<file path="src/rtl/op_cache_pkg.sv">
// Shared opcode encodings and width-generic bit helpers for the operation cache.
package op_cache_pkg;

  localparam logic [2:0] OP_ADD     = 3'd0;
  localparam logic [2:0] OP_ADD3    = 3'd1;
  localparam logic [2:0] OP_MAC     = 3'd2;
  localparam logic [2:0] OP_HALT    = 3'd3;
  localparam logic [2:0] OP_POPCNT  = 3'd4;
  localparam logic [2:0] OP_BITREV  = 3'd5;
  localparam logic [2:0] OP_LOOPSET = 3'd6;
  localparam logic [2:0] OP_ILLEGAL = 3'd7;

  // Helpers operate on a fixed container; callers pass their real width in w.
  localparam int unsigned FN_MAX_W = 64;

  function automatic logic [FN_MAX_W-1:0] popcount(input logic [FN_MAX_W-1:0] x,
                                                   input int unsigned w);
    logic [FN_MAX_W-1:0] n;
    n = '0;
    for (int unsigned i = 0; i < FN_MAX_W; i++) begin
      if (i < w) n = n + FN_MAX_W'(x[i]);
    end
    return n;
  endfunction

  function automatic logic [FN_MAX_W-1:0] bit_reverse(input logic [FN_MAX_W-1:0] x,
                                                      input int unsigned w);
    logic [FN_MAX_W-1:0] r;
    r = '0;
    for (int unsigned i = 0; i < FN_MAX_W; i++) begin
      if (i < w) r[w-1-i] = x[i];
    end
    return r;
  endfunction

endpackage

</file>
<file path="src/rtl/op_cache_alu.sv">
// Combinational datapath: evaluates one cached opcode against the p0/p1 history.
module op_cache_alu
  import op_cache_pkg::*;
#(
  parameter int unsigned DATA_W = 10,
  parameter int unsigned VAL_W  = 4
) (
  input  logic [2:0]        i_op,
  input  logic [VAL_W-1:0]  i_value,
  input  logic [DATA_W-1:0] i_p0,
  input  logic [DATA_W-1:0] i_p1,
  output logic [DATA_W-1:0] o_result,
  output logic              o_overflow
);

  // One spare bit above the MAC product keeps the trailing +v exact.
  localparam int unsigned FULL_W = 2 * DATA_W + 1;

  logic [FULL_W-1:0]   w_full;
  logic [FULL_W-1:0]   w_p0;
  logic [FULL_W-1:0]   w_p1;
  logic [FULL_W-1:0]   w_v;
  logic [FN_MAX_W-1:0] w_p0_ext;

  // Full-precision evaluation, then truncate and flag bits lost above DATA_W.
  always_comb begin
    w_p0     = FULL_W'(i_p0);
    w_p1     = FULL_W'(i_p1);
    w_v      = FULL_W'(i_value);
    w_p0_ext = FN_MAX_W'(i_p0);
    w_full   = w_p0;
    case (i_op)
      OP_ADD:    w_full = w_p0 + w_v;
      OP_ADD3:   w_full = w_p0 + w_p1 + w_v;
      OP_MAC:    w_full = w_p0 * w_p1 + w_v;
      OP_POPCNT: w_full = FULL_W'(popcount(w_p0_ext, DATA_W));
      OP_BITREV: w_full = FULL_W'(bit_reverse(w_p0_ext, DATA_W));
      default:   w_full = w_p0;
    endcase
    o_result   = w_full[DATA_W-1:0];
    o_overflow = ((i_op == OP_ADD) || (i_op == OP_ADD3) || (i_op == OP_MAC)) &&
                 (|w_full[FULL_W-1:DATA_W]);
  end

endmodule

</file>
<file path="src/rtl/op_cache_exec.sv">
// Operation cache: load opcode/value pairs, then replay them one per clock
// on a two-deep result history with a programmable loop start and HALT.
module op_cache_exec
  import op_cache_pkg::*;
#(
  parameter int unsigned DATA_W = 10,
  parameter int unsigned VAL_W  = 4,
  parameter int unsigned DEPTH  = 32,
  parameter int unsigned CNT_W  = $clog2(DEPTH + 1)
) (
  input  logic              clk,
  input  logic              reset,
  input  logic              mode,
  input  logic [2:0]        op_code,
  input  logic [VAL_W-1:0]  value,
  output logic [DATA_W-1:0] result,
  output logic              result_valid,
  output logic              cache_full,
  output logic              invalid_op,
  output logic              overflow,
  output logic              halted,
  output logic [CNT_W-1:0]  count
);

  localparam int unsigned IDX_W = (DEPTH > 1) ? $clog2(DEPTH) : 1;

  logic [2:0]        r_op_mem  [DEPTH];
  logic [VAL_W-1:0]  r_val_mem [DEPTH];

  logic [CNT_W-1:0]  r_count;
  logic [CNT_W-1:0]  r_pc;
  logic [CNT_W-1:0]  r_loop_start;
  logic [DATA_W-1:0] r_p0;
  logic [DATA_W-1:0] r_p1;
  logic [DATA_W-1:0] r_result;
  logic              r_result_valid;
  logic              r_invalid_op;
  logic              r_overflow;
  logic              r_halted;

  logic              w_full;
  logic              w_load_ok;
  logic              w_exec_ok;
  logic [2:0]        w_cur_op;
  logic [VAL_W-1:0]  w_cur_val;
  logic              w_loopset_ok;
  logic [CNT_W-1:0]  w_wrap_target;
  logic [CNT_W-1:0]  w_pc_inc;
  logic [CNT_W-1:0]  w_pc_next;
  logic [DATA_W-1:0] w_alu_result;
  logic              w_alu_ovf;

  op_cache_alu #(
    .DATA_W (DATA_W),
    .VAL_W  (VAL_W)
  ) u_alu (
    .i_op       (w_cur_op),
    .i_value    (w_cur_val),
    .i_p0       (r_p0),
    .i_p1       (r_p1),
    .o_result   (w_alu_result),
    .o_overflow (w_alu_ovf)
  );

  // Decode the entry under pc and work out where the program counter goes next.
  always_comb begin
    w_full       = (r_count == CNT_W'(DEPTH));
    w_load_ok    = !mode && (op_code != OP_ILLEGAL) && !w_full;
    w_exec_ok    = mode && (r_count != '0) && !r_halted;
    w_cur_op     = r_op_mem[r_pc[IDX_W-1:0]];
    w_cur_val    = r_val_mem[r_pc[IDX_W-1:0]];
    w_loopset_ok = ({{CNT_W{1'b0}}, w_cur_val} < {{VAL_W{1'b0}}, r_count});
    // A LOOPSET on the last entry must wrap to the start it is writing now.
    w_wrap_target = (w_cur_op == OP_LOOPSET && w_loopset_ok) ? CNT_W'(w_cur_val)
                                                             : r_loop_start;
    w_pc_inc  = r_pc + CNT_W'(1);
    w_pc_next = (w_pc_inc == r_count) ? w_wrap_target : w_pc_inc;
  end

  // Cache storage; contents are irrelevant after reset, so no reset here.
  always_ff @(posedge clk) begin
    if (w_load_ok) begin
      r_op_mem[r_count[IDX_W-1:0]]  <= op_code;
      r_val_mem[r_count[IDX_W-1:0]] <= value;
    end
  end

  // Control and history registers for both load and execute modes.
  always_ff @(posedge clk or posedge reset) begin
    if (reset) begin
      r_count        <= '0;
      r_pc           <= '0;
      r_loop_start   <= '0;
      r_p0           <= '0;
      r_p1           <= '0;
      r_result       <= '0;
      r_result_valid <= 1'b0;
      r_invalid_op   <= 1'b0;
      r_overflow     <= 1'b0;
      r_halted       <= 1'b0;
    end else if (!mode) begin
      r_result_valid <= 1'b0;
      if (op_code == OP_ILLEGAL) begin
        r_invalid_op <= 1'b1;
      end else if (!w_full) begin
        r_count      <= r_count + CNT_W'(1);
        r_invalid_op <= 1'b0;
      end
    end else if (!w_exec_ok) begin
      r_result_valid <= 1'b0;
    end else begin
      r_result_valid <= 1'b0;
      r_pc           <= w_pc_next;
      case (w_cur_op)
        OP_HALT: begin
          r_halted <= 1'b1;
          r_pc     <= r_pc;
        end
        OP_LOOPSET: begin
          if (w_loopset_ok) begin
            r_loop_start <= CNT_W'(w_cur_val);
            r_invalid_op <= 1'b0;
          end else begin
            r_invalid_op <= 1'b1;
          end
        end
        OP_ILLEGAL: ;
        default: begin
          r_result       <= w_alu_result;
          r_p1           <= r_p0;
          r_p0           <= w_alu_result;
          r_overflow     <= w_alu_ovf;
          r_result_valid <= 1'b1;
          r_invalid_op   <= 1'b0;
        end
      endcase
    end
  end

  assign result       = r_result;
  assign result_valid = r_result_valid;
  assign cache_full   = w_full;
  assign invalid_op   = r_invalid_op;
  assign overflow     = r_overflow;
  assign halted       = r_halted;
  assign count        = r_count;

endmodule

</file>
<file path="config.mk">
export PLATFORM = sky130hd
export DESIGN_NAME = op_cache_exec
export DESIGN_NICKNAME = d
export VERILOG_FILES = /design/src/rtl/op_cache_pkg.sv /design/src/rtl/op_cache_alu.sv /design/src/rtl/op_cache_exec.sv
export SDC_FILE = /design/constraint.sdc
export NUM_CORES = 1
export LEC_CHECK = 0
export BUFFER_PORTS_ARGS = -buffer_cell sky130_fd_sc_hd__buf_2
export CORE_AREA = 4 4 202 283
export CTS_BUF_LIST = sky130_fd_sc_hd__clkbuf_8
export CTS_CLUSTER_DIAMETER = 100
export DETAILED_ROUTE_END_ITERATION = 16
export DIE_AREA = 0 0 206 287
export PLACE_DENSITY = 0.52
export SLEW_MARGIN = 20
export SYNTH_ARGS = -nofsm -noshare
export SYNTH_HDL_FRONTEND = slang
export SYNTH_HIERARCHICAL = 1
export SYNTH_SLANG_ARGS = --single-unit
</file>
<file path="constraint.sdc">
create_clock -name clk -period 8.6 [get_ports clk]
set_input_delay 0.43 -clock clk [delete_from_list [all_inputs] [get_ports clk]]
set_output_delay 0.43 -clock clk [all_outputs]
set_load 0.01 [all_outputs]
</file>
-- Word level (Yosys, flattened, before mapping)
Memories as Yosys holds them, arrays and structs flattened.
Cells that the tools add are included.
- muxes and demuxes: 23
- bitwise logic cells: 5
- magnitude comparators: 1
- reductions and logical operators: 24
- add/sub/neg operators: 15
- multipliers: 1
- equal/unequal tests: 14
- operator list (cell ; number):
    $add A21 B1 Y21 ; 9
    $mux W21 ; 9
    $pmux W21 S5 ; 1
    $add A20 B4 Y21 ; 1
    $add A21 B4 Y21 ; 1
    $mul A10 B10 Y20 ; 1
    $eq A3 B3 Y1 const B ; 5
    $reduce_and A3 Y1 ; 5
    $add A6 B1 Y6 const B ; 2
    $add A10 B10 Y11 ; 1
    $add A10 B4 Y11 ; 1
    $reduce_or A11 Y1 ; 1
    $mux W1 ; 10
    $reduce_and A4 Y1 ; 2
    $eq A3 B2 Y1 const B ; 2
    $eq A6 B6 Y1 ; 1
    $eq A6 B6 Y1 const B ; 1
    $logic_and A1 B1 Y1 ; 6
    $lt A4 B6 Y1 ; 1
    $mux W6 ; 1
    $reduce_bool A6 Y1 ; 1
    $not A1 Y1 ; 5
    $reduce_bool A5 Y1 ; 1
    $mux W4 ; 1
    11 further kinds ; 14
- flip-flop bits (word level): 40
- output and inout bits: 21
- input bits: 10
- RAM bits: 224
- memories kept: 2
- memories (name ; words ; width ; read ports ; clocked after Yosys merged registers in ; write ports ; RTL line ; RTL):
    r_val_mem ; 32 ; 4 ; 1 ; 0 ; 1 ; op_cache_exec.sv:28 ; logic [VAL_W-1:0] r_val_mem [DEPTH];
    r_op_mem ; 32 ; 3 ; 1 ; 0 ; 1 ; op_cache_exec.sv:27 ; logic [2:0] r_op_mem [DEPTH];

-- Logic depth before layout (Yosys ltp)
An unclocked memory read counts as a cell.
- word-level depth: 23
- depth in mapped cells: 26
- depth with buffers taken out: 25

-- Modules after synthesis
Netlist, hierarchy kept.
- modules (own cells, without submodules) (module ; cells an instance ; area an instance (µm²) ; seq. area each (µm²) ; times used):
    op_cache_exec ; 549 ; 10811.6 ; 7727.4 ; 1
    op_cache_alu ; 676 ; 5422.7 ; 0.0 ; 1

-- Least setup slack after synthesis
OpenSTA, ideal clock, no wires.
- kind: register -> register
- start point: register r_pc[0]
- end point: register r_overflow, in the netlist overflow
- stages on the path, launching flop included: 24
- arrival: 6.407 ns
- setup slack: 2.068 ns
- setup time: 0.125 ns
- cells stage by stage: dfrtp_1 > buf_1 > buf_1 > mux4_2 > mux4_2 > mux2_2 > ha_1 > ha_1 > inv_1 > fa_1 > inv_1 > ha_1 > fa_1 > a21o_1 > a21oi_1 > o21ai_0 > a21o_1 > and2_1 > o21a_1 > or3_1 > o22ai_1 > a41o_1 > nand2_1 > mux2_4
- longest elaborated chain between the ends: 5
- elaborated cells on any way between the ends: 21
- classes of those cells: add/sub (3); eq/ne (7); mux (1); bitwise (1); reduce/logical (7); memory (2)
- ends and longest elaborated chain (element ; RTL line ; RTL):
    from (decl) ; op_cache_exec.sv:31 ; logic [CNT_W-1:0] r_pc;
    from (signal assigned) ; op_cache_exec.sv:113 ; r_pc <= w_pc_next;
    from (signal assigned) ; op_cache_exec.sv:117 ; r_pc <= r_pc;
    $mem_v2 Z32 W4 (*) ; n/a ;
    named net w_cur_val[2] ; op_cache_exec.sv:45 ; logic [VAL_W-1:0] w_cur_val;
    $add A21 B4 Y21, or another cell as far along ; op_cache_alu.sv:34 ; OP_ADD3: w_full = w_p0 + w_p1 + w_v;
    $pmux W21 S5 (*) ; op_cache_alu.sv:32 ; case (i_op)
    $reduce_or A11 Y1 (*) ; op_cache_alu.sv:42 ; (|w_full[FULL_W-1:DATA_W]);
    $logic_and A1 B1 Y1 (*) ; op_cache_alu.sv:41 ; o_overflow = ((i_op == OP_ADD) || (i_op == OP_ADD3) || (i_op == OP_MAC)) &&
    named net w_alu_ovf ; op_cache_exec.sv:51 ; logic w_alu_ovf;
    to (signal assigned) ; op_cache_exec.sv:132 ; r_overflow <= w_alu_ovf;
    to (decl) ; op_cache_exec.sv:38 ; logic r_overflow;
Mark *: on every way through the listed nets, which the timed path passes. The rest lies on a longest branch.
A chain may end at the register's enable or synchronous reset.

-- Worst setup path after layout
Same ends and word-level chain as after synthesis.

==> run metrics <==
final count of hold timing violations=0; synthesized netlist cell count=1225; vias per cell=4.84; crit-path cells=buf_12, buf_4, mux4_2, mux4_2, mux2_2, ha_1, ha_1, inv_1, fa_1, inv_1, ha_1, fa_1, a21o_1, a21oi_1, o21ai_0, a21o_1, and2_1, o21a_1, or3_1, o22ai_1, a41o_1, nand2_1, mux2_4; crit start category=register; CTS max path bufs=3; final worst-path cycle share=78.8%; RSZ-0062 raised after global routing=false; sequential fraction of the synthesis area=47.6%; HP Start=mode; clk_lat worst skew=0.59 ns; via count=9874; Synthesis Warnings=6; DRC violations left=0; VDD IR-drop max=0.137 mV; Gate power share=9.6%; share of cells above drive strength 1=16.9%; Crit Path Category=register to register; final instance area=18100 µm²; chip width=206 µm; Slew Limit Headroom=32.2%; CP required=9.06 ns; number of flops mapped to enable cells by yosys=224; Crit. End Element=register; Worst-Margin Slew=1.01 ns; leak pwr=7.32 nW; Synth Area in Simple Gates=8.37%; Nets=1469; vias in the first global route=10700; Clk Tree Root Cell=clkbuf_8; final setup margin=1.82 ns; Adder-Cell Fraction of Synth Area=17.7%; Area Overhead vs Synth=11.7%; CTS tree=built; Die ar.=59100 µm²; Setup Viol. Count Final=0; most common library cells after synthesis=edfxtp_1, inv_1, ha_1; Final Max Tran Viols=0; delay-heaviest family, CP=adder cells; final wirelength=40600 µm; sequential share of power=52.0%; syn avg cell area=13.3 µm²; fillers=5517; TritonCTS buffer count=44; P_int=2.14 mW; Synth area leaders=edfxtp_1, mux4_2, fa_1, ha_1, dfrtp_1; placed cell area=17200 µm²; crit path buf inv count=4; Critical Path Source=r_pc[0]; wire length per cell=19.9 µm; setup TNS=0 ns; clock-pin slew on the worst setup and hold paths=0.07 ns; Synth Area in Compound Gates=6.27%; starting density of the core=29.6%; initial antenna violation count=0; share of the synthesized area in the top cell type=41.4%; largest net degree at the start of global routing=49; iteration-0 DRC count of the detailed router=572; most common cell in the netlist=edfxtp_1; Worst Path Max Fanout=18; HPWL Detailed=28500 µm; GRT Util Overall=13.8%; setup bufs post-CTS=0; floorplan core area=54900 µm²; first-pass GRT wire length=62600 µm; Async SR Flop Fraction=15.2%; IO Pins=31; IO Port Bufs=30; # diodes=0; ANT nets after route=0; Min-Delay Path Class=primary input to register; minimum clock period after layout=6.78 ns; post-synthesis instance area=16200 µm²; Max-Cap Viols=0; post-synth top area cell=edfxtp_1; CTS Hold Buffers Added=1; Clk pwr share=38.3%; fmax=0.147 GHz; fin cells=2038; pwr dens=161 nW/µm²; placed cell count=1954; CTS HTree Levels=2; # clock sinks=264; slowest stage cell, crit path=dfrtp_2; largest family of logic cells by synthesized area=adder cells; ys flop type=edfxtp_1; reg2reg start=r_pc[0]; Synth cell types=69; CP arrival=7.24 ns; switching power=0.780 mW; post-synthesis mux area share=13.0%; Post-Route Skew=0.0318 ns; switching part of the total=26.7%; CP most frequent cell=ha_1; crit-path max cell delay=0.63 ns; Placement Setup Slack=1.51 ns; grt ovf=0; #FFs+latches synth=264; drt first pass iters=5; chip height=287 µm; XOR/XNOR Fraction of Synth Area=2.57%; post-cts repair resize count=0; site row count=102; status=complete, no violations; syn_nets=1420; Routability Congestion=0.863
-- final cells by class --
cell class | instances | area, µm² | share of cell area, %
clock buffer | 45 | 619 | 3.42
clock inverter | 37 | 251 | 1.39
inverter | 126 | 473 | 2.61
multi-input combinational | 784 | 7800 | 43.0
sequential | 264 | 7730 | 42.7
tap | 728 | 911 | 5.02
timing repair buffer | 54 | 345 | 1.90
-- registers in the layout (all words and copies together) (netlist names), 4 cells and up --
register and flops:
r_pc 6, r_loop_start 4, r_p1 10, r_val_mem 128
result 10, count 6, r_op_mem 96
-- metal layers --
layer  share of wire, %  vias up  track usage [%]
met2                 54      218             26.1
met4                2.8        0             4.29
met5                  0        -                0
met1                 39     5058             15.9
li1                   -     4524                -
met3                3.7       74             1.90
-- layout by cell type, fill, tap and decap left out, types with 4 or more instances in the layout --
master / n
o21bai_1: 7
o21a_1: 6
nand3_1: 15
mux2i_1: 17
o21ai_0: 35
nor3_1: 14
nand2_1: 84
mux2_2: 6
and2_1: 60
o221ai_1: 5
a211oi_1: 6
ha_1: 111
and3_1: 4
nor2b_1: 9
a21oi_1: 40
a22o_1: 4
a21o_1: 11
mux2_1: 4
mux2_4: 20
clkbuf_8: 45
o22ai_1: 4
buf_4: 22
nand2b_1: 6
or3_1: 4
fa_1: 74
clkinv_2: 7
a31oi_1: 7
xnor2_1: 27
a22oi_1: 6
nand4_1: 6
mux4_2: 68
dfrtp_1: 37
edfxtp_1: 224
inv_1: 140
nor2_1: 66
xor2_1: 17
clkinv_1: 8
buf_2: 30
-- stage by stage --
stage / utilization [%] / total power [mW] / hold slack, ns
after CTS: 33.0 / 2.97 / 0.242
after detailed placement: 31.4 / 1.83 / 0.484
after global placement: 31.4 / 1.83 / 0.474
after floorplan: - / 1.70 / 0.464
after global routing: 33.0 / 3.05 / 0.281
final: 33.0 / 2.92 / 0.305
-- power groups by stage --
stage                     Combinational, mW  Clock (mW)  Sequential, mW
after global placement                0.282           0            1.54
after detailed placement              0.285           0            1.55
after global routing                  0.310        1.21            1.52
after CTS                             0.287        1.16            1.52
after floorplan                       0.190           0            1.51
final                                 0.281        1.12            1.52
-- worst register-to-register path, delay by kind of cell (launching register included) --
kind | cells | cell delay [ns]
mux | 4 | 1.71
buf+inv | 4 | 0.63
compound gates | 7 | 1.41
simple gates | 3 | 0.54
fa+ha+maj | 5 | 1.76
flops | 1 | 0.63
-- final timing paths --
path | to | slack [ns] | depth (start not counted)
worst min register to register | r_loop_start[0] | 0.50 | 1
max in group asynchronous | r_pc[1] | 7.57 | 4
min in group asynchronous | result_valid | 0.55 | 4
worst max-delay path | overflow | 1.82 | 23
worst min-delay path | halted | 0.31 | 3
worst max register to register | overflow | 1.82 | 23
-- logic make-up (layout without fill, tap and decap cells) --
| family | Yosys count | in the layout |
|---|---|---|
| muxes | 115 | 115 |
| buffers and inverters | 177 | 262 |
| and+or+nand+nor | 281 | 281 |
| xor gates and xnor gates | 46 | 46 |
| AOI/OAI and AO/OA | 156 | 156 |
| adders and majority gates | 186 | 186 |
| DFF | 264 | 264 |
(Power assumes the default switching activity.)
